[src/rtl/frame_capture_binarizer_if.sv]
// Pixel input stream from the camera recovery stage and the frame-buffer write port.
interface frame_capture_binarizer_if #(
    parameter int ADDR_WIDTH = 18,
    parameter int OUT_BITS   = 1
);
    logic [15:0]           pixel_in;
    logic [10:0]           hcount_in;
    logic [9:0]            vcount_in;
    logic                  valid_in;
    logic [ADDR_WIDTH-1:0] wr_addr_out;
    logic [OUT_BITS-1:0]   wr_data_out;
    logic                  wr_en_out;

    modport master (
        output pixel_in, hcount_in, vcount_in, valid_in,
        input  wr_addr_out, wr_data_out, wr_en_out
    );

    modport slave (
        input  pixel_in, hcount_in, vcount_in, valid_in,
        output wr_addr_out, wr_data_out, wr_en_out
    );
endinterface

[src/rtl/frame_capture_binarizer.sv]
// RGB565 -> luma -> quantised pixel, cropped into a frame buffer, with a capture FSM that
// only ever stores whole frames (live, freeze at frame end, single-shot).
module frame_capture_binarizer #(
    parameter int SRC_WIDTH  = 640,
    parameter int SRC_HEIGHT = 480,
    parameter int OUT_WIDTH  = 480,
    parameter int OUT_HEIGHT = 480,
    parameter int OUT_BITS   = 1,
    parameter int AVG_LOG2   = 3,
    parameter int ADDR_WIDTH = $clog2(OUT_WIDTH*OUT_HEIGHT)
) (
    input  logic                     clk_in,
    input  logic                     rst_n_in,
    frame_capture_binarizer_if.slave pix_if,
    input  logic [1:0]               mode_in,
    input  logic [7:0]               thresh_in,
    input  logic signed [7:0]        offset_in,
    input  logic [10:0]              crop_x_in,
    input  logic [9:0]               crop_y_in,
    input  logic                     capture_in,
    input  logic                     shot_in,
    output logic [2:0]               state_out,
    output logic [7:0]               frame_count_out
);
    localparam int AVG_N = 1 << AVG_LOG2;
    localparam int SUM_W = 8 + AVG_LOG2;
    localparam logic [ADDR_WIDTH-1:0] LAST_ADDR = ADDR_WIDTH'(OUT_WIDTH*OUT_HEIGHT-1);
    localparam logic [10:0]           MAX_CX    = 11'(SRC_WIDTH-OUT_WIDTH);
    localparam logic [9:0]            MAX_CY    = 10'(SRC_HEIGHT-OUT_HEIGHT);
    localparam logic [AVG_LOG2:0]     CNT_FULL  = (AVG_LOG2+1)'(AVG_N);

    typedef enum logic [2:0] {
        S_LIVE = 3'd0, S_FREEZING = 3'd1, S_FROZEN = 3'd2, S_ARMED = 3'd3, S_SHOT = 3'd4
    } state_t;

    function automatic logic [7:0] rgb_to_luma(input logic [15:0] p);
        logic [7:0]  r8, g8, b8;
        logic [15:0] acc;
        r8  = {p[15:11], p[15:13]};
        g8  = {p[10:5], p[10:9]};
        b8  = {p[4:0], p[4:2]};
        acc = 16'(77*r8 + 150*g8 + 29*b8);
        return acc[15:8];
    endfunction

    function automatic logic [7:0] sat_u8(input logic signed [9:0] v);
        if (v < 0)
            return 8'd0;
        else if (v > 10'sd255)
            return 8'hFF;
        else
            return v[7:0];
    endfunction

    state_t                state_q, target_q;
    logic [1:0]            mode_q;
    logic [7:0]            thr_q;
    logic signed [7:0]     off_q;
    logic [10:0]           cx_q, cx_clamp, cx_eff;
    logic [9:0]            cy_q, cy_clamp, cy_eff;
    logic                  fs, in_win, admit, fe;
    logic                  busy_q, blk_q, whole_frame_q;
    logic                  vld_p0, en_p0, whole_p0, first_p0;
    logic [7:0]            luma_p0;
    logic [10:0]           col_p0;
    logic [9:0]            row_p0;
    logic                  en_p1, whole_p1;
    logic [ADDR_WIDTH-1:0] addr_p1;
    logic [OUT_BITS-1:0]   data_p1, q_data;
    logic [SUM_W-1:0]      sum_q;
    logic [7:0]            hist_q [AVG_N];
    logic [AVG_LOG2:0]     cnt_q;
    logic [7:0]            mean, adapt_thr;
    logic signed [9:0]     adapt_sum;
    logic                  q_bit;

    assign cx_clamp = (crop_x_in > MAX_CX) ? MAX_CX : crop_x_in;
    assign cy_clamp = (crop_y_in > MAX_CY) ? MAX_CY : crop_y_in;
    assign fs       = pix_if.valid_in && pix_if.hcount_in == '0 && pix_if.vcount_in == '0;
    // The frame-start pixel itself must already see the new crop window.
    assign cx_eff   = fs ? cx_clamp : cx_q;
    assign cy_eff   = fs ? cy_clamp : cy_q;
    assign in_win   = ({1'b0, pix_if.hcount_in} >= {1'b0, cx_eff})
                   && ({1'b0, pix_if.hcount_in} <  {1'b0, cx_eff} + 12'(OUT_WIDTH))
                   && ({1'b0, pix_if.vcount_in} >= {1'b0, cy_eff})
                   && ({1'b0, pix_if.vcount_in} <  {1'b0, cy_eff} + 11'(OUT_HEIGHT));
    assign fe       = en_p1 && addr_p1 == LAST_ADDR;

    // A frame already being written must finish; a new frame start seen during
    // FREEZING/SHOT is refused so the buffer never mixes two frames.
    always_comb begin
        admit = 1'b0;
        case (state_q)
            S_LIVE:             admit = 1'b1;
            S_FREEZING, S_SHOT: admit = !blk_q && !(fs && busy_q);
            S_ARMED:            admit = fs;
            S_FROZEN:           admit = fs && (!capture_in || shot_in);
            default:            admit = 1'b0;
        endcase
    end

    always_ff @(posedge clk_in or negedge rst_n_in) begin
        if (!rst_n_in) begin
            state_q  <= S_ARMED;
            target_q <= S_LIVE;
        end else begin
            case (state_q)
                S_LIVE:     if (capture_in) state_q <= S_FREEZING;
                S_FREEZING: if (fe) state_q <= S_FROZEN;
                S_FROZEN: begin
                    if (!capture_in) begin
                        if (fs) state_q <= S_LIVE;
                        else begin
                            state_q  <= S_ARMED;
                            target_q <= S_LIVE;
                        end
                    end else if (shot_in) begin
                        if (fs) state_q <= S_SHOT;
                        else begin
                            state_q  <= S_ARMED;
                            target_q <= S_SHOT;
                        end
                    end
                end
                S_ARMED:    if (fs) state_q <= target_q;
                S_SHOT:     if (fe) state_q <= capture_in ? S_FROZEN : S_LIVE;
                default:    state_q <= S_ARMED;
            endcase
        end
    end

    assign state_out = state_q;

    always_ff @(posedge clk_in or negedge rst_n_in) begin
        if (!rst_n_in) begin
            mode_q        <= '0;
            thr_q         <= '0;
            off_q         <= '0;
            cx_q          <= '0;
            cy_q          <= '0;
            busy_q        <= 1'b0;
            blk_q         <= 1'b0;
            whole_frame_q <= 1'b0;
        end else begin
            if (fs) begin
                mode_q        <= mode_in;
                thr_q         <= thresh_in;
                off_q         <= offset_in;
                cx_q          <= cx_clamp;
                cy_q          <= cy_clamp;
                whole_frame_q <= admit;
            end
            if (fs && admit)
                busy_q <= 1'b1;
            else if (fe)
                busy_q <= 1'b0;
            if (state_q != S_FREEZING && state_q != S_SHOT)
                blk_q <= 1'b0;
            else if (fs && busy_q)
                blk_q <= 1'b1;
        end
    end

    // Stage p0: luma conversion and window-relative coordinates
    always_ff @(posedge clk_in or negedge rst_n_in) begin
        if (!rst_n_in) begin
            vld_p0   <= 1'b0;
            en_p0    <= 1'b0;
            whole_p0 <= 1'b0;
        end else begin
            vld_p0   <= pix_if.valid_in && in_win;
            en_p0    <= pix_if.valid_in && in_win && admit;
            whole_p0 <= fs ? admit : whole_frame_q;
        end
    end

    always_ff @(posedge clk_in) begin
        luma_p0  <= rgb_to_luma(pix_if.pixel_in);
        col_p0   <= pix_if.hcount_in - cx_eff;
        row_p0   <= pix_if.vcount_in - cy_eff;
        first_p0 <= pix_if.hcount_in == cx_eff;
    end

    always_comb begin
        mean      = sum_q[SUM_W-1:AVG_LOG2];
        adapt_sum = $signed({2'b00, mean}) + $signed({{2{off_q[7]}}, off_q});
        adapt_thr = (cnt_q == CNT_FULL && !first_p0) ? sat_u8(adapt_sum) : thr_q;
        q_bit     = 1'b0;
        case (mode_q)
            2'b00:   q_bit = luma_p0 > thr_q;
            2'b01:   q_bit = luma_p0 > adapt_thr;
            2'b11:   q_bit = !(luma_p0 > thr_q);
            default: q_bit = 1'b0;
        endcase
        q_data = (mode_q == 2'b10) ? luma_p0[7 -: OUT_BITS] : {OUT_BITS{q_bit}};
    end

    // Stage p1: quantise and update the row running mean (after the compare)
    always_ff @(posedge clk_in or negedge rst_n_in) begin
        if (!rst_n_in) begin
            en_p1    <= 1'b0;
            whole_p1 <= 1'b0;
            sum_q    <= '0;
            cnt_q    <= '0;
            for (int i = 0; i < AVG_N; i++) hist_q[i] <= '0;
        end else begin
            en_p1    <= en_p0;
            whole_p1 <= whole_p0;
            if (vld_p0) begin
                if (first_p0) begin
                    sum_q <= SUM_W'(luma_p0);
                    cnt_q <= (AVG_LOG2+1)'(1);
                end else if (cnt_q == CNT_FULL) begin
                    sum_q <= sum_q + SUM_W'(luma_p0) - SUM_W'(hist_q[AVG_N-1]);
                end else begin
                    sum_q <= sum_q + SUM_W'(luma_p0);
                    cnt_q <= cnt_q + 1'b1;
                end
                hist_q[0] <= luma_p0;
                for (int i = 1; i < AVG_N; i++) hist_q[i] <= hist_q[i-1];
            end
        end
    end

    always_ff @(posedge clk_in) begin
        addr_p1 <= ADDR_WIDTH'(32'(col_p0) + 32'(row_p0) * OUT_WIDTH);
        data_p1 <= q_data;
    end

    // Stage p2: write port and frame accounting
    always_ff @(posedge clk_in or negedge rst_n_in) begin
        if (!rst_n_in) begin
            pix_if.wr_en_out   <= 1'b0;
            pix_if.wr_addr_out <= '0;
            pix_if.wr_data_out <= '0;
            frame_count_out    <= '0;
        end else begin
            pix_if.wr_en_out   <= en_p1;
            pix_if.wr_addr_out <= addr_p1;
            pix_if.wr_data_out <= data_p1;
            if (fe && whole_p1)
                frame_count_out <= frame_count_out + 8'd1;
        end
    end
endmodule
[src/flat_wrapper.sv]
// flat-port wrapper written by rule: the top's interface ports become plain ports
module frame_capture_binarizer_flat 
#(
    parameter int SRC_WIDTH  = 640,
    parameter int SRC_HEIGHT = 480,
    parameter int OUT_WIDTH  = 480,
    parameter int OUT_HEIGHT = 480,
    parameter int OUT_BITS   = 1,
    parameter int AVG_LOG2   = 3,
    parameter int ADDR_WIDTH = $clog2(OUT_WIDTH*OUT_HEIGHT)
)
  (clk_in, rst_n_in, mode_in, thresh_in, offset_in, crop_x_in, crop_y_in, capture_in, shot_in, state_out, frame_count_out, pix_if_pixel_in, pix_if_hcount_in, pix_if_vcount_in, pix_if_valid_in, pix_if_wr_addr_out, pix_if_wr_data_out, pix_if_wr_en_out);
  frame_capture_binarizer_if #(.ADDR_WIDTH(ADDR_WIDTH), .OUT_BITS(OUT_BITS)) pix_if_i ();
  input  logic clk_in;
  input  logic rst_n_in;
  input  logic [1:0] mode_in;
  input  logic [7:0] thresh_in;
  input  logic signed [7:0] offset_in;
  input  logic [10:0] crop_x_in;
  input  logic [9:0] crop_y_in;
  input  logic capture_in;
  input  logic shot_in;
  output logic [2:0] state_out;
  output logic [7:0] frame_count_out;
  input wire logic [$bits(pix_if_i.pixel_in)-1:0] pix_if_pixel_in;
  input wire logic [$bits(pix_if_i.hcount_in)-1:0] pix_if_hcount_in;
  input wire logic [$bits(pix_if_i.vcount_in)-1:0] pix_if_vcount_in;
  input wire logic [$bits(pix_if_i.valid_in)-1:0] pix_if_valid_in;
  output wire logic [$bits(pix_if_i.wr_addr_out)-1:0] pix_if_wr_addr_out;
  output wire logic [$bits(pix_if_i.wr_data_out)-1:0] pix_if_wr_data_out;
  output wire logic [$bits(pix_if_i.wr_en_out)-1:0] pix_if_wr_en_out;
  assign pix_if_i.pixel_in = pix_if_pixel_in;
  assign pix_if_i.hcount_in = pix_if_hcount_in;
  assign pix_if_i.vcount_in = pix_if_vcount_in;
  assign pix_if_i.valid_in = pix_if_valid_in;
  assign pix_if_wr_addr_out = pix_if_i.wr_addr_out;
  assign pix_if_wr_data_out = pix_if_i.wr_data_out;
  assign pix_if_wr_en_out = pix_if_i.wr_en_out;
  frame_capture_binarizer #(.SRC_WIDTH(SRC_WIDTH), .SRC_HEIGHT(SRC_HEIGHT), .OUT_WIDTH(OUT_WIDTH), .OUT_HEIGHT(OUT_HEIGHT), .OUT_BITS(OUT_BITS), .AVG_LOG2(AVG_LOG2), .ADDR_WIDTH(ADDR_WIDTH)) u_core (.clk_in(clk_in), .rst_n_in(rst_n_in), .pix_if(pix_if_i), .mode_in(mode_in), .thresh_in(thresh_in), .offset_in(offset_in), .crop_x_in(crop_x_in), .crop_y_in(crop_y_in), .capture_in(capture_in), .shot_in(shot_in), .state_out(state_out), .frame_count_out(frame_count_out));
endmodule
[config.mk]
export PLATFORM = sky130hd
export DESIGN_NAME = frame_capture_binarizer_flat
export DESIGN_NICKNAME = d
export VERILOG_FILES = /design/src/rtl/frame_capture_binarizer_if.sv /design/src/rtl/frame_capture_binarizer.sv /design/src/flat_wrapper.sv
export SDC_FILE = /design/constraint.sdc
export NUM_CORES = 1
export LEC_CHECK = 0
export ABC_AREA = 1
export CAP_MARGIN = 10
export CORE_UTILIZATION = 56
export CTS_BUF_LIST = sky130_fd_sc_hd__clkbuf_8
export DETAILED_ROUTE_END_ITERATION = 8
export DONT_BUFFER_PORTS = 1
export GPL_ROUTABILITY_DRIVEN = 0
export PLACE_DENSITY = 0.71
export SETUP_SLACK_MARGIN = 0.15
export SLEW_MARGIN = 10
export SYNTH_ARGS = -nofsm -noshare
export SYNTH_HDL_FRONTEND = slang
export SYNTH_SLANG_ARGS = --single-unit
[constraint.sdc]
create_clock -name clk_in -period 4.5 [get_ports clk_in]
set_input_delay 0.9 -clock clk_in [delete_from_list [all_inputs] [get_ports clk_in]]
set_output_delay 0.9 -clock clk_in [all_outputs]
set_load 0.02 [all_outputs]
[Yosys cells after proc, flatten, opt, wreduce, memory -nomap -nowiden]
Index checks and enable logic that the tools add are counted.
Cells by class
  add/subtract/negate cells: 12
  multipliers: 4
  magnitude comparators: 10
  equal/unequal tests: 21
  muxes and demuxes: 32
  reduce and logical (&&, ||, !) cells: 31
Operators by type and width (number)
  2-to-1 mux 11 bit: 4
  2-to-1 mux 3 bit: 11
  multiplier 7 x 8 -> 15 bit, first input constant: 2
  2-to-1 mux 8 bit: 3
  2-to-1 mux 10 bit: 2
  adder 11 x 18 -> 18 bit: 1
  == test 18 bit, second input constant: 1
  adder 15 x 16 -> 16 bit: 1
  adder 16 x 13 -> 16 bit: 1
  greater-than comparator 8 bit: 2
  logical AND 1 bit: 15
  one-hot mux 3 bit (5 select lines): 1
  multiplier 10 x 4 -> 13 bit, second input constant: 1
  multiplier 5 x 8 -> 13 bit, first input constant: 1
  adder 11 x 9 -> 12 bit, second input constant: 1
  less-than comparator 11 x 12 -> 1 bit: 1
  adder 10 x 9 -> 11 bit, second input constant: 1
  adder 11 x 8 -> 11 bit: 1
  == test 11 bit: 1
  >= comparator 11 bit: 1
  greater-than comparator 11 x 8 -> 1 bit, second input constant: 1
  zero test 11 bit: 1
  less-than comparator 10 x 11 -> 1 bit: 1
  subtractor 11 bit: 1
  other kinds (34): 54
Storage, ports and cells
  register bits: 208
  input bits: 81

[Logic depth before layout (Yosys ltp)]
Gate-level depths: netlist of run 1.
  word-level depth: 11
  depth in mapped cells: 28

[Least setup slack after synthesis of run 1]
No wires, ideal clock.
  path kind: input -> register
  start: input pix_if_pixel_in[7]
  end: register u_core.luma_p0[7]
  data arrival time: 6056 ps
  path slack: -1679 ps
  stages: 24
  buffers on the path: 0
  cell sequence: ha_1 -> ha_1 -> inv_1 -> fa_1 -> fa_1 -> inv_1 -> ha_1 -> nand2_1 -> inv_1 -> nand3_1 -> o221ai_1 -> xor2_1 -> ha_1 -> inv_1 -> fa_1 -> inv_1 -> fa_1 -> fa_1 -> ha_1 -> a21oi_1 -> o21ai_0 -> a21oi_1 -> a21boi_0 -> xnor2_1
Between the ends
  longest elaborated chain between the ends: 3
RTL lines
  start, declared: line flat_wrapper.sv:25  | input wire logic [$bits(pix_if_i.pixel_in)-1:0] pix_if_pixel_in;
  multiplier 7 x 8 -> 15 bit: line frame_capture_binarizer.sv:42  | acc = 16'(77*r8 + 150*g8 + 29*b8);
  adder 15 x 16 -> 16 bit: line frame_capture_binarizer.sv:42
  adder 16 x 13 -> 16 bit: line frame_capture_binarizer.sv:42
  end signal, assigned: line frame_capture_binarizer.sv:178  | luma_p0 <= rgb_to_luma(pix_if.pixel_in);
  end, declared: line frame_capture_binarizer.sv:64  | logic [7:0] luma_p0;
Every way passes these cells.
A chain may end at the register's enable or synchronous reset.

[Final worst setup path of run 1]
  start: input pix_if_pixel_in[8]
  end: register u_core.luma_p0[7]
Same word-level chain as after synthesis.

==> impl_metrics.tcl, run 1 <==
set metrics [dict create \
    final_layout_size_suffix_gt1_share_pct 9.869 \
    synth_nets 2085 \
    ys.flop_type "dfrtp_1" \
    p_int_mw 7.507 \
    timing.critical_path.to_type "flop" \
    yosysSeqAreaShare_pct 33.25 \
    synth_cells 1744 \
    power_switching_mw 6.272 \
    seq_power_share_pct 19.5 \
    clockPowerShare_pct 12.6 \
    path_class "in -> reg" \
    postLayoutCellArea_mm2 0.01655 \
    grtUsageMet2_pct 39.34 \
    rsz0062_at_grt "yes" \
    synth_compound_area_share_pct 9.833 \
    synth.yosys.warnings 0 \
    arrival_ns 6.01 \
    maxSlewHeadroom_pct 52.93 \
    leakage_nw 8.699 \
    finalNetCount 2148 \
    min_period_ns 5.569 \
    cp-start-kind "primary input" \
    synth_commonest_cells "371 x nand2_1, 309 x inv_1, 183 x ha_1, 155 x dfrtp_1, 105 x o21ai_0" \
    fp-row-count 59 \
    grt_pass1_wl_um 53390 \
    cpPeakStageDelay_ns 0.55 \
    hold_viol 0 \
    clk-insertion-delay-late_ns 0.53 \
    synth_xor_area_share_pct 4.811 \
    ys_async_sr_fraction_pct 76.21 \
    htreeDepth 2 \
    switching_share_pct 45.52 \
    grt_overflow_total 0 \
    synthTopCellsByArea "dfrtp_1 26%, ha_1 15%, fa_1 10%, nand2_1 9.4%, inv_1 7.9%" \
    setup_slack_ns -1.069 \
    die_area_mm2 0.02703 \
    grt_max_degree 158 \
    synthSimpleGateAreaFrac_pct 17.48 \
    post_synth.cell_area_avg_um2 8.471 \
    grt_pass1_vias 11330 \
    slew_viol_final 0 \
    synth_top_family_by_area "adder cells" \
    hold_path_class "in -> async" \
    setup_tns_ns -7.610 \
    antenna_found_initial 1 \
    start_util_pct 56.85 \
    synthMuxAreaShare_pct 0.1440 \
    num_vias 11440 \
    cts_hold_buf 0 \
    skew_ns 0.03547 \
    drt_iter0_drc 661 \
    cp_max_fo 4 \
    period_share_pct 123.7 \
    placed_area_mm2 0.01561 \
    crit_path_cell_trace "ha_4 > ha_4 > ha_4 > inv_2 > fa_1 > inv_2 > ha_4 > nand2_4 > nor3_4 > nor2_2 > xnor2_2 > fa_1 > inv_1 > fa_1 > fa_1 > inv_2 > fa_1 > ha_4 > a21oi_4 > o21ai_2 > a21oi_2 > a21boi_2 > xnor2_1" \
    grtUsageMet1_pct 32.72 \
    grtUsageMet3_pct 6.354 \
    ant_nets 0 \
    power_density_mw_per_mm2 832.6 \
    clk_pin_slew_worst_paths_ns 0.06 \
    clk_path_buf_depth 3 \
    grtUsageTotal_pct 24.61 \
    fin_cells 2170 \
    path_delay_family "adder cells" \
    route.detailed.wl_per_inst_um 14.78 \
    drt-pass1-iter-count 7 \
    via_per_inst 5.274 \
    root_buffer "clkbuf_8" \
    multi_input_area_mm2 0.008942 \
    synth_most_common_cell "nand2_1" \
    ir_worst_vdd_uv 1091 \
    maxCapViolations 0 \
    yosys.area.top_type "dfrtp_1" \
    seqCellArea_mm2 0.004913 \
    drc 0 \
    setup_viol 8 \
    cts_inserted_buffers 35 \
    cp.buffers_inverters 4 \
    critical_path_required_ns 4.94 \
    cts_sinks 206 \
    synth_edf_count 0 \
    synthAdderAreaFrac_pct 25.93 \
    cp_slowest_cell "fa_1" \
    wl_um 32070 \
    worst_pin_slew_ns 0.7061 \
    synth.distinct_cells 57 \
    busiest_layer "met2" \
    cts_tree "built" \
    area_growth_pct 12.02 \
    die_w_um 164.4 \
    post-route-util_pct 63.68 \
    port_buffers 0 \
    syn_area_mm2 0.01477 \
    netlist.area_leader.share_pct 26.26 \
    ys_ff_latch 206 \
    placed_cells 2102 \
    outcome "finished with violations" \
    coreArea_mm2 0.02598 \
    die_h_um 164.4 \
    clock.fmax_mhz 179.6 \
    hpwl_um 24990 \
    combPwrFrac_pct 67.9 \
    violations "negative setup slack" \
    fillers 2238 \
    ios 112 \
]
[logic make-up (layout without fill, tap and decap cells)]
family	Yosys count	after routing
compound gates	257	257
simple gates	607	607
other cells	0	1
flops	206	206
buf+inv	333	423
mux	2	2
xor+xnor	79	79
fa+ha+maj	260	260
[flip-flops by register name (all words and copies together), names as in the netlist, 2 cells and up]
name / count
u_core.luma_p0: 8
u_core.cnt_q: 4
u_core.addr_p1: 18
u_core.cy_q: 10
u_core.frame_count_out: 8
u_core.sum_q: 11
u_core.hist_q: 64
u_core.mode_q: 2
u_core.cx_q: 11
u_core.row_p0: 10
u_core.pix_if.wr_addr_out: 18
u_core.off_q: 8
u_core.thr_q: 8
u_core.state_out: 3
u_core.col_p0: 11
[per-stage QoR]
step | power, mW | hold WS, ns | setup slack (ns)
2_1_floorplan | 8.749 | 0.3096 | -1.351
3_3_place_gp | 10.82 | 0.3118 | -1.465
3_5_place_dp | 11.03 | 0.3128 | -1.579
4_1_cts | 13.28 | 0.04755 | -0.9771
5_1_grt | 15.10 | 0.05443 | -1.229
6_report | 13.78 | 0.07508 | -1.069
[power groups by stage]
stage	sequential, mW	combinational, mW	clock [mW]
2_1_floorplan	2.61	6.14	0
3_3_place_gp	2.71	8.11	0
3_5_place_dp	2.72	8.31	0
4_1_cts	2.68	8.81	1.79
5_1_grt	2.74	10.5	1.87
6_report	2.68	9.36	1.74
[final timing paths]
path	endpoint	start	cells past startpoint	slack, ns
min in group clk_in	u_core.addr_p1[3]$_DFF_P_	u_core.col_p0[3]$_DFF_P_	0	0.33
hold reg to reg	u_core.addr_p1[3]$_DFF_P_	u_core.col_p0[3]$_DFF_P_	0	0.33
max in group asynchronous	u_core.state_out[0]$_DFFE_PN1P_	rst_n_in	0	4.16
setup / recovery	u_core.luma_p0[7]$_DFF_P_	pix_if_pixel_in[8]	23	-1.07
hold / removal	u_core.hist_q[1]$_DFFE_PN0P_	rst_n_in	0	0.08
setup reg to reg	u_core.addr_p1[17]$_DFF_P_	u_core.row_p0[2]$_DFF_P_	20	0.66
[metal layers]
layer / wire [um] / share of wire, %
met1: 14350 / 45
met2: 14720 / 46
met3: 2145 / 6.7
met4: 860 / 2.7
met5: 0 / 0
[cell usage in the layout, fill, tap and decap left out, types with 7 or more instances in the layout]
| cell | count |
|---|---|
| inv_1 | 314 |
| clkbuf_8 | 40 |
| ha_4 | 12 |
| o21bai_1 | 9 |
| a31oi_1 | 11 |
| nand2_2 | 10 |
| ha_1 | 170 |
| nor2_2 | 8 |
| a21o_1 | 9 |
| xnor2_1 | 26 |
| dfrtp_1 | 154 |
| nand3_1 | 80 |
| o21ai_0 | 98 |
| fa_1 | 76 |
| nand2_1 | 364 |
| o21ai_1 | 7 |
| xor2_1 | 51 |
| nor2_1 | 83 |
| dfxtp_1 | 49 |
| buf_4 | 47 |
| nand4_1 | 20 |
| nor3_1 | 8 |
| inv_2 | 11 |
| a21oi_1 | 76 |
[cell type report]
class	instances	share of cell area [%]
Antenna cell	1	0.01512
Clock inverter	24	1.096
Tap cell	335	2.533
Clock buffer	40	3.327
Timing Repair Buffer	49	2.268
Multi-Input combinational cell	1205	54.04
Sequential cell	206	29.69
Inverter	310	7.032
[what timing repair did]
item / CTS / global route
pin swaps: 13 / 32
gates resized for setup: 20 / 22
setup buffers: 2 / 1
endpoints found under the setup margin: 8 / 8
Note: power is estimated with default switching activity, not from simulation.
==> run 2, diff against run 1 <==
--- a/config.mk
+++ b/config.mk
@@ -12,7 +12,7 @@
 export DETAILED_ROUTE_END_ITERATION = 8
 export DONT_BUFFER_PORTS = 1
 export GPL_ROUTABILITY_DRIVEN = 0
-export PLACE_DENSITY = 0.71
+export PLACE_DENSITY = 0.74
 export SETUP_SLACK_MARGIN = 0.15
 export SLEW_MARGIN = 10
 export SYNTH_ARGS = -nofsm -noshare
==> constraint.sdc (replaced) <==
create_clock -name clk_in -period 4.6 [get_ports clk_in]
set_input_delay 0.92 -clock clk_in [delete_from_list [all_inputs] [get_ports clk_in]]
set_output_delay 0.92 -clock clk_in [all_outputs]
set_load 0.02 [all_outputs]
==> run 2 against run 1 <==
Net effect: the flow still finishes with violations (negative setup slack); count of clock-buffer cells in the layout grew 5; via count grew 1.0%; combinational power is 4.4% higher; non-clock buffer count increased by 5; flip-flop and latch count unchanged; sequential share of layout area fell by 0.12 points; clock power barely moved; largest cell class unchanged.
==> impl_metrics.tcl, run 2 (synthesis gave the netlist of run 1 again) <==
set metrics [dict create \
    outcome "finished with violations" \
    violations "negative setup slack" \
    ir_worst_vdd_uv 1092 \
    postLayoutCellArea_mm2 0.01662 \
    cts_hold_buf 0 \
    setup_tns_ns -6.956 \
    area_growth_pct 12.48 \
    grt_pass1_wl_um 52910 \
    via_per_inst 5.321 \
    layout_commonest_cell "nand2_1" \
    cp-endpoint "u_core.luma_p0[6]$_DFF_P_" \
    top_register "u_core.hist_q" \
    worst_pin_slew_ns 0.6911 \
    cp-start-kind "primary input" \
    setup_slack_ns -0.9552 \
    cts_sinks 206 \
    start_util_pct 56.85 \
    critical_path_required_ns 5.03 \
    final_cell_mix "363 x nand2_1, 305 x inv_1, 170 x ha_1, 154 x dfrtp_1, 98 x o21ai_0" \
    largest_register_ffs 64 \
    clock.fmax_mhz 180.0 \
    crit_start "pix_if_pixel_in[7]" \
    num_vias 11560 \
    htreeDepth 2 \
    top_regs "u_core.hist_q: 64 flops, u_core.addr_p1: 18 flops, u_core.pix_if.wr_addr_out: 18 flops" \
    drt_iter0_drc 760 \
    cts_inserted_buffers 35 \
    grt_pass1_vias 11230 \
    hold_path_class "in -> async" \
    clk_path_buf_depth 3 \
    drt-pass1-iter-count 5 \
    grt_max_degree 158 \
    wl_um 32330 \
    clk-insertion-delay-late_ns 0.53 \
    hpwl_um 25230 \
    placed_area_mm2 0.01564 \
    maxSlewHeadroom_pct 53.92 \
    ios 112 \
    post-place-ws_ns -1.571 \
    maxCapViolations 0 \
    ant_nets 0 \
    coreArea_mm2 0.02598 \
    leakage_nw 8.701 \
    route.detailed.wl_per_inst_um 14.88 \
    multi_input_area_mm2 0.008951 \
    ff2ff_path_depth 20 \
    min_period_ns 5.555 \
    grt_overflow_total 0 \
    holdWs_ns 0.07784 \
    clk_pin_slew_worst_paths_ns 0.06 \
    skew_ns 0.03987 \
    slew_viol_final 0 \
    antenna_found_initial 1 \
    root_buffer "clkbuf_8" \
    cts_tree "built" \
    fp-row-count 59 \
    reg2reg_to "u_core.addr_p1[17]$_DFF_P_" \
    die_area_mm2 0.02703 \
    setup_viol 8 \
    arrival_ns 5.98 \
    timing.critical_path.to_type "flop" \
    cp_max_fo 4 \
    power_density_mw_per_mm2 849.3 \
    path_class "in -> reg" \
    die_h_um 164.4 \
    fillers 2151 \
    period_share_pct 120.8 \
    rsz0062_at_grt "yes" \
    hold_viol 0 \
    post-route-util_pct 63.95 \
    timing.rr.start "u_core.row_p0[2]$_DFF_P_" \
    drc 0 \
    seqCellArea_mm2 0.004913 \
    finalNetCount 2153 \
    grtUsageTotal_pct 24.38 \
    final_layout_size_suffix_gt1_share_pct 10.67 \
    port_buffers 0 \
    rrSetupSlack_ns 0.76 \
    die_w_um 164.4 \
]
==> run 2: cell count changes in the layout (fill, tap and decap cells not counted), moves of 2 or more <==
cell and delta:
buf_4 +4, clkbuf_8 +5, inv_1 -9, inv_2 +2, nand3_1 -3, nand3_2 +3, nor3_2 +2
==> run 2: critical path: stages <==
cell and delay, ns:
ha_4 0.23, ha_4 0.26, inv_2 0.03, fa_1 0.45, fa_1 0.50, inv_2 0.04
ha_4 0.29, nand2_4 0.06, inv_2 0.06, nand3_2 0.06, o221ai_2 0.17, xor2_1 0.11
ha_1 0.30, inv_2 0.04, fa_1 0.49, inv_2 0.04, fa_1 0.51, fa_2 0.45
ha_4 0.33, nand2_4 0.09, buf_6 0.13, nor2_4 0.09, nand3_2 0.08, nand4_1 0.10
xor2_1 0.14
==> run 2: routing by layer <==
| layer | global-route usage (%) | part of all wire [%] |
|---|---|---|
| met2 | 39.85 | 46 |
| met1 | 32.03 | 44 |
| met5 | 0 | 0 |
| met4 | 7.840 | 2.8 |
| met3 | 5.550 | 6.9 |
==> run 2: repair_timing <==
action | CTS | global route
setup endpoints to repair | 8 | 8
resized for setup | 28 | 21
setup buffers | 2 | 2
pin swaps | 22 | 29
==> run 2: how the worst min path moves through the flow <==
stage | startpoint | end | slack, ns | cells past startpoint
2_1_floorplan | u_core.col_p0[0]$_DFF_P_ | u_core.addr_p1[0]$_DFF_P_ | 0.31 | 0
3_3_place_gp | u_core.col_p0[0]$_DFF_P_ | u_core.addr_p1[0]$_DFF_P_ | 0.31 | 0
3_5_place_dp | u_core.col_p0[1]$_DFF_P_ | u_core.addr_p1[1]$_DFF_P_ | 0.31 | 0
4_1_cts | rst_n_in | u_core.hist_q[21]$_DFFE_PN0P_ | 0.06 | 0
5_1_grt | rst_n_in | u_core.hist_q[21]$_DFFE_PN0P_ | 0.06 | 0
6_report | rst_n_in | u_core.hist_q[21]$_DFFE_PN0P_ | 0.08 | 0
==> run 2: area by class of cell <==
class                      instances  area share [%]
multi-input combinational       1205           53.87
sequential                       206           29.57
inverter                         310           7.018
clock buffer                      45           3.727
tap                              335           2.522
timing repair buffer              54           2.507
clock inverter                    17          0.7755
antenna                            1         0.01506
==> run 2: where the power goes <==
| part | internal (mW) | total (mW) | switching [mW] |
|---|---|---|---|
| clock | 0.992 | 1.71 | 0.721 |
| sequential | 2.25 | 2.63 | 0.383 |
| combinational | 4.43 | 9.77 | 5.34 |
==> run 2: through the flow <==
step / cells / power (mW)
CTS: 2170 / 13.34
global route: 2173 / 15.37
global placement: 2106 / 10.56
detailed placement: 2106 / 10.84
floorplan: 1744 / 8.559
finish: 2173 / 14.11
==> run 3, diff against run 2 <==
--- a/config.mk
+++ b/config.mk
@@ -6,13 +6,12 @@
 export NUM_CORES = 1
 export LEC_CHECK = 0
 export ABC_AREA = 1
-export CAP_MARGIN = 10
+export CAP_MARGIN = 5
 export CORE_UTILIZATION = 56
 export CTS_BUF_LIST = sky130_fd_sc_hd__clkbuf_8
 export DETAILED_ROUTE_END_ITERATION = 8
-export DONT_BUFFER_PORTS = 1
 export GPL_ROUTABILITY_DRIVEN = 0
-export PLACE_DENSITY = 0.74
+export PLACE_DENSITY = 0.8
 export SETUP_SLACK_MARGIN = 0.15
 export SLEW_MARGIN = 10
 export SYNTH_ARGS = -nofsm -noshare
==> run 3 against run 2 <==
Net effect: the run still ends with negative setup slack left; worst hold slack gained 0.26 ns; total power grew 1.4%; combinational power grew 2.3%; sequential share of layout area shrank 2.3 points; setup slack lost 0.26 ns; maximum frequency shrank 4.4%; final cell count grew 6.2%; global-route usage grew 2.9 points; critical endpoint is now u_core.luma_p0[4]$_DFF_P_; first-iteration DRC count grew 21%; critical path depth shrank 1; sequential power shrank 3%; flip-flop and latch count is the same.
==> impl_metrics.tcl, run 3 (synthesis gave the netlist of run 1 again) <==
set metrics [dict create \
    num_vias 12480 \
    outcome "finished with violations" \
    setup_slack_ns -1.211 \
    via_per_inst 5.405 \
    hold_viol 0 \
    layout_commonest_cell "nand2_1" \
    final_cell_mix "361 x nand2_1, 301 x inv_1, 166 x ha_1, 154 x dfrtp_1, 96 x o21ai_0" \
    start_util_pct 56.85 \
    clk_path_buf_depth 3 \
    setup_viol 8 \
    area_growth_pct 22.06 \
    min_to "u_core.addr_p1[4]$_DFF_P_" \
    fp-row-count 59 \
    skew_ns 0.02691 \
    htreeDepth 2 \
    route.detailed.wl_per_inst_um 15.51 \
    grt_max_degree 107 \
    coreArea_mm2 0.02598 \
    die_area_mm2 0.02703 \
    path_class "in -> reg" \
    ios 112 \
    fillers 1926 \
    ant_nets 0 \
    clk_pin_slew_worst_paths_ns 0.06 \
    hold_start "u_core.col_p0[4]$_DFF_P_" \
    cp-start-kind "primary input" \
    postLayoutCellArea_mm2 0.01803 \
    post-place-ws_ns -2.118 \
    grt_overflow_total 0 \
    timing.critical_path.to_type "flop" \
    grt_pass1_wl_um 58850 \
    worst_pin_slew_ns 0.9428 \
    die_h_um 164.4 \
    cts_tree "built" \
    ir_worst_vdd_uv 997.0 \
    placed_cells 2230 \
    finalNetCount 2286 \
    antenna_found_initial 2 \
    grtUsageTotal_pct 27.25 \
    drc 0 \
    cts_sinks 206 \
    drt-pass1-iter-count 5 \
    leakage_nw 9.286 \
    rrSetupSlack_ns 0.75 \
    min_path_cells 0 \
    slew_viol_final 0 \
    min_period_ns 5.811 \
    violations "negative setup slack" \
    top_register "u_core.hist_q" \
    largest_register_ffs 64 \
    maxSlewHeadroom_pct 37.15 \
    top_regs "u_core.hist_q: 64 flops, u_core.addr_p1: 18 flops, u_core.pix_if.wr_addr_out: 18 flops" \
    fin_cells 2308 \
    port_buffers 101 \
    ff2ff_path_depth 20 \
    final_layout_size_suffix_gt1_share_pct 12.73 \
    cts_inserted_buffers 36 \
    rsz0062_at_grt "yes" \
    grt_pass1_vias 12540 \
    cp_max_fo 4 \
    root_buffer "clkbuf_8" \
    cts_hold_buf 0 \
    power_density_mw_per_mm2 793.6 \
    post-route-util_pct 69.40 \
    wl_um 35790 \
    die_w_um 164.4 \
    clk-insertion-delay-late_ns 0.54 \
    maxCapViolations 0 \
    period_share_pct 126.3 \
    hold_path_class "reg -> reg" \
    arrival_ns 6.26 \
    reg2reg_to "u_core.addr_p1[17]$_DFF_P_" \
    placed_area_mm2 0.01683 \
    drt_iter0_drc 916 \
    timing.rr.start "u_core.row_p0[2]$_DFF_P_" \
    clock.fmax_mhz 172.1 \
    hpwl_um 26380 \
    critical_path_required_ns 5.05 \
]
==> run 3: changes by cell type in the layout (fill, tap and decap cells not counted), moves of 4 or more <==
cell             change
inv_1                -4
buf_6                +8
ha_4                 +4
ha_1                 -4
buf_4               +25
inv_2                +5
clkdlybuf4s50_1     +94
==> run 3: stage by stage <==
stage | hold WS [ns] | power, mW | setup TNS, ns
after floorplan | 0.3096 | 8.559 | -9.319
after global placement | 0.3134 | 10.73 | -15.11
after detailed placement | 0.3121 | 11.06 | -16.20
after CTS | 0.3360 | 13.38 | -7.349
after global routing | 0.3412 | 15.52 | -9.729
final | 0.3354 | 14.31 | -8.586
==> run 3: worst max path at each step <==
stage / depth (start not counted) / from / endpoint
floorplan: 23 / pix_if_pixel_in[6] / u_core.luma_p0[4]$_DFF_P_
global placement: 23 / pix_if_pixel_in[7] / u_core.luma_p0[4]$_DFF_P_
detailed placement: 27 / pix_if_pixel_in[7] / u_core.luma_p0[7]$_DFF_P_
CTS: 25 / pix_if_pixel_in[9] / u_core.luma_p0[4]$_DFF_P_
global route: 24 / pix_if_pixel_in[8] / u_core.luma_p0[4]$_DFF_P_
finish: 24 / pix_if_pixel_in[8] / u_core.luma_p0[4]$_DFF_P_
==> run 3: repair_timing <==
action / CTS / global route
buffers inserted: 8 / 4
gates resized for setup: 74 / 37
endpoints found under the setup margin: 8 / 8
pin swaps: 50 / 27
==> run 3: routing by layer <==
| metal | vias up | global-route usage (%) | part of all wire [%] |
|---|---|---|---|
| li1 | 6019 | - | - |
| met1 | 5908 | 34.76 | 42 |
| met2 | 433 | 46.24 | 48 |
| met3 | 113 | 4.897 | 5.9 |
| met4 | 2 | 10.09 | 3.4 |
| met5 | - | 0 | 0.053 |
==> run 3: power breakdown <==
group / leakage (nW) / internal (mW) / switching [mW] / total [mW]
Clock: 0.439 / 1.02 / 0.763 / 1.78
Combinational: 6.40 / 4.43 / 5.56 / 9.99
Sequential: 2.45 / 2.25 / 0.292 / 2.54
Total: 9.29 / 7.70 / 6.61 / 14.3
==> run 3: final cells by class <==
class | instances | area [um^2] | area share, %
diodes | 1 | 2.502 | 0.01388
well taps | 335 | 419.2 | 2.324
repair buffers | 186 | 1695 | 9.402
clock inverters | 19 | 145.1 | 0.8049
inverters | 310 | 1166 | 6.467
multi-input cells | 1205 | 9057 | 50.23
flip-flops and latches | 206 | 4913 | 27.25
clock buffers | 46 | 633.1 | 3.511
==> run 3: worst max-delay path, stage by stage <==
cell and delay, ns:
buf_6 0.10, buf_4 0.14, ha_1 0.30, ha_1 0.28
inv_1 0.06, fa_1 0.53, inv_1 0.04, ha_1 0.29
ha_1 0.42, nand2_1 0.11, o21ai_1 0.27, a21o_1 0.16
xor2_1 0.22, ha_1 0.26, inv_1 0.07, fa_1 0.44
fa_1 0.56, inv_2 0.05, ha_4 0.30, nand2_2 0.10
nor4_4 0.30, nand2_1 0.12, nand3_2 0.08, xor2_1 0.12
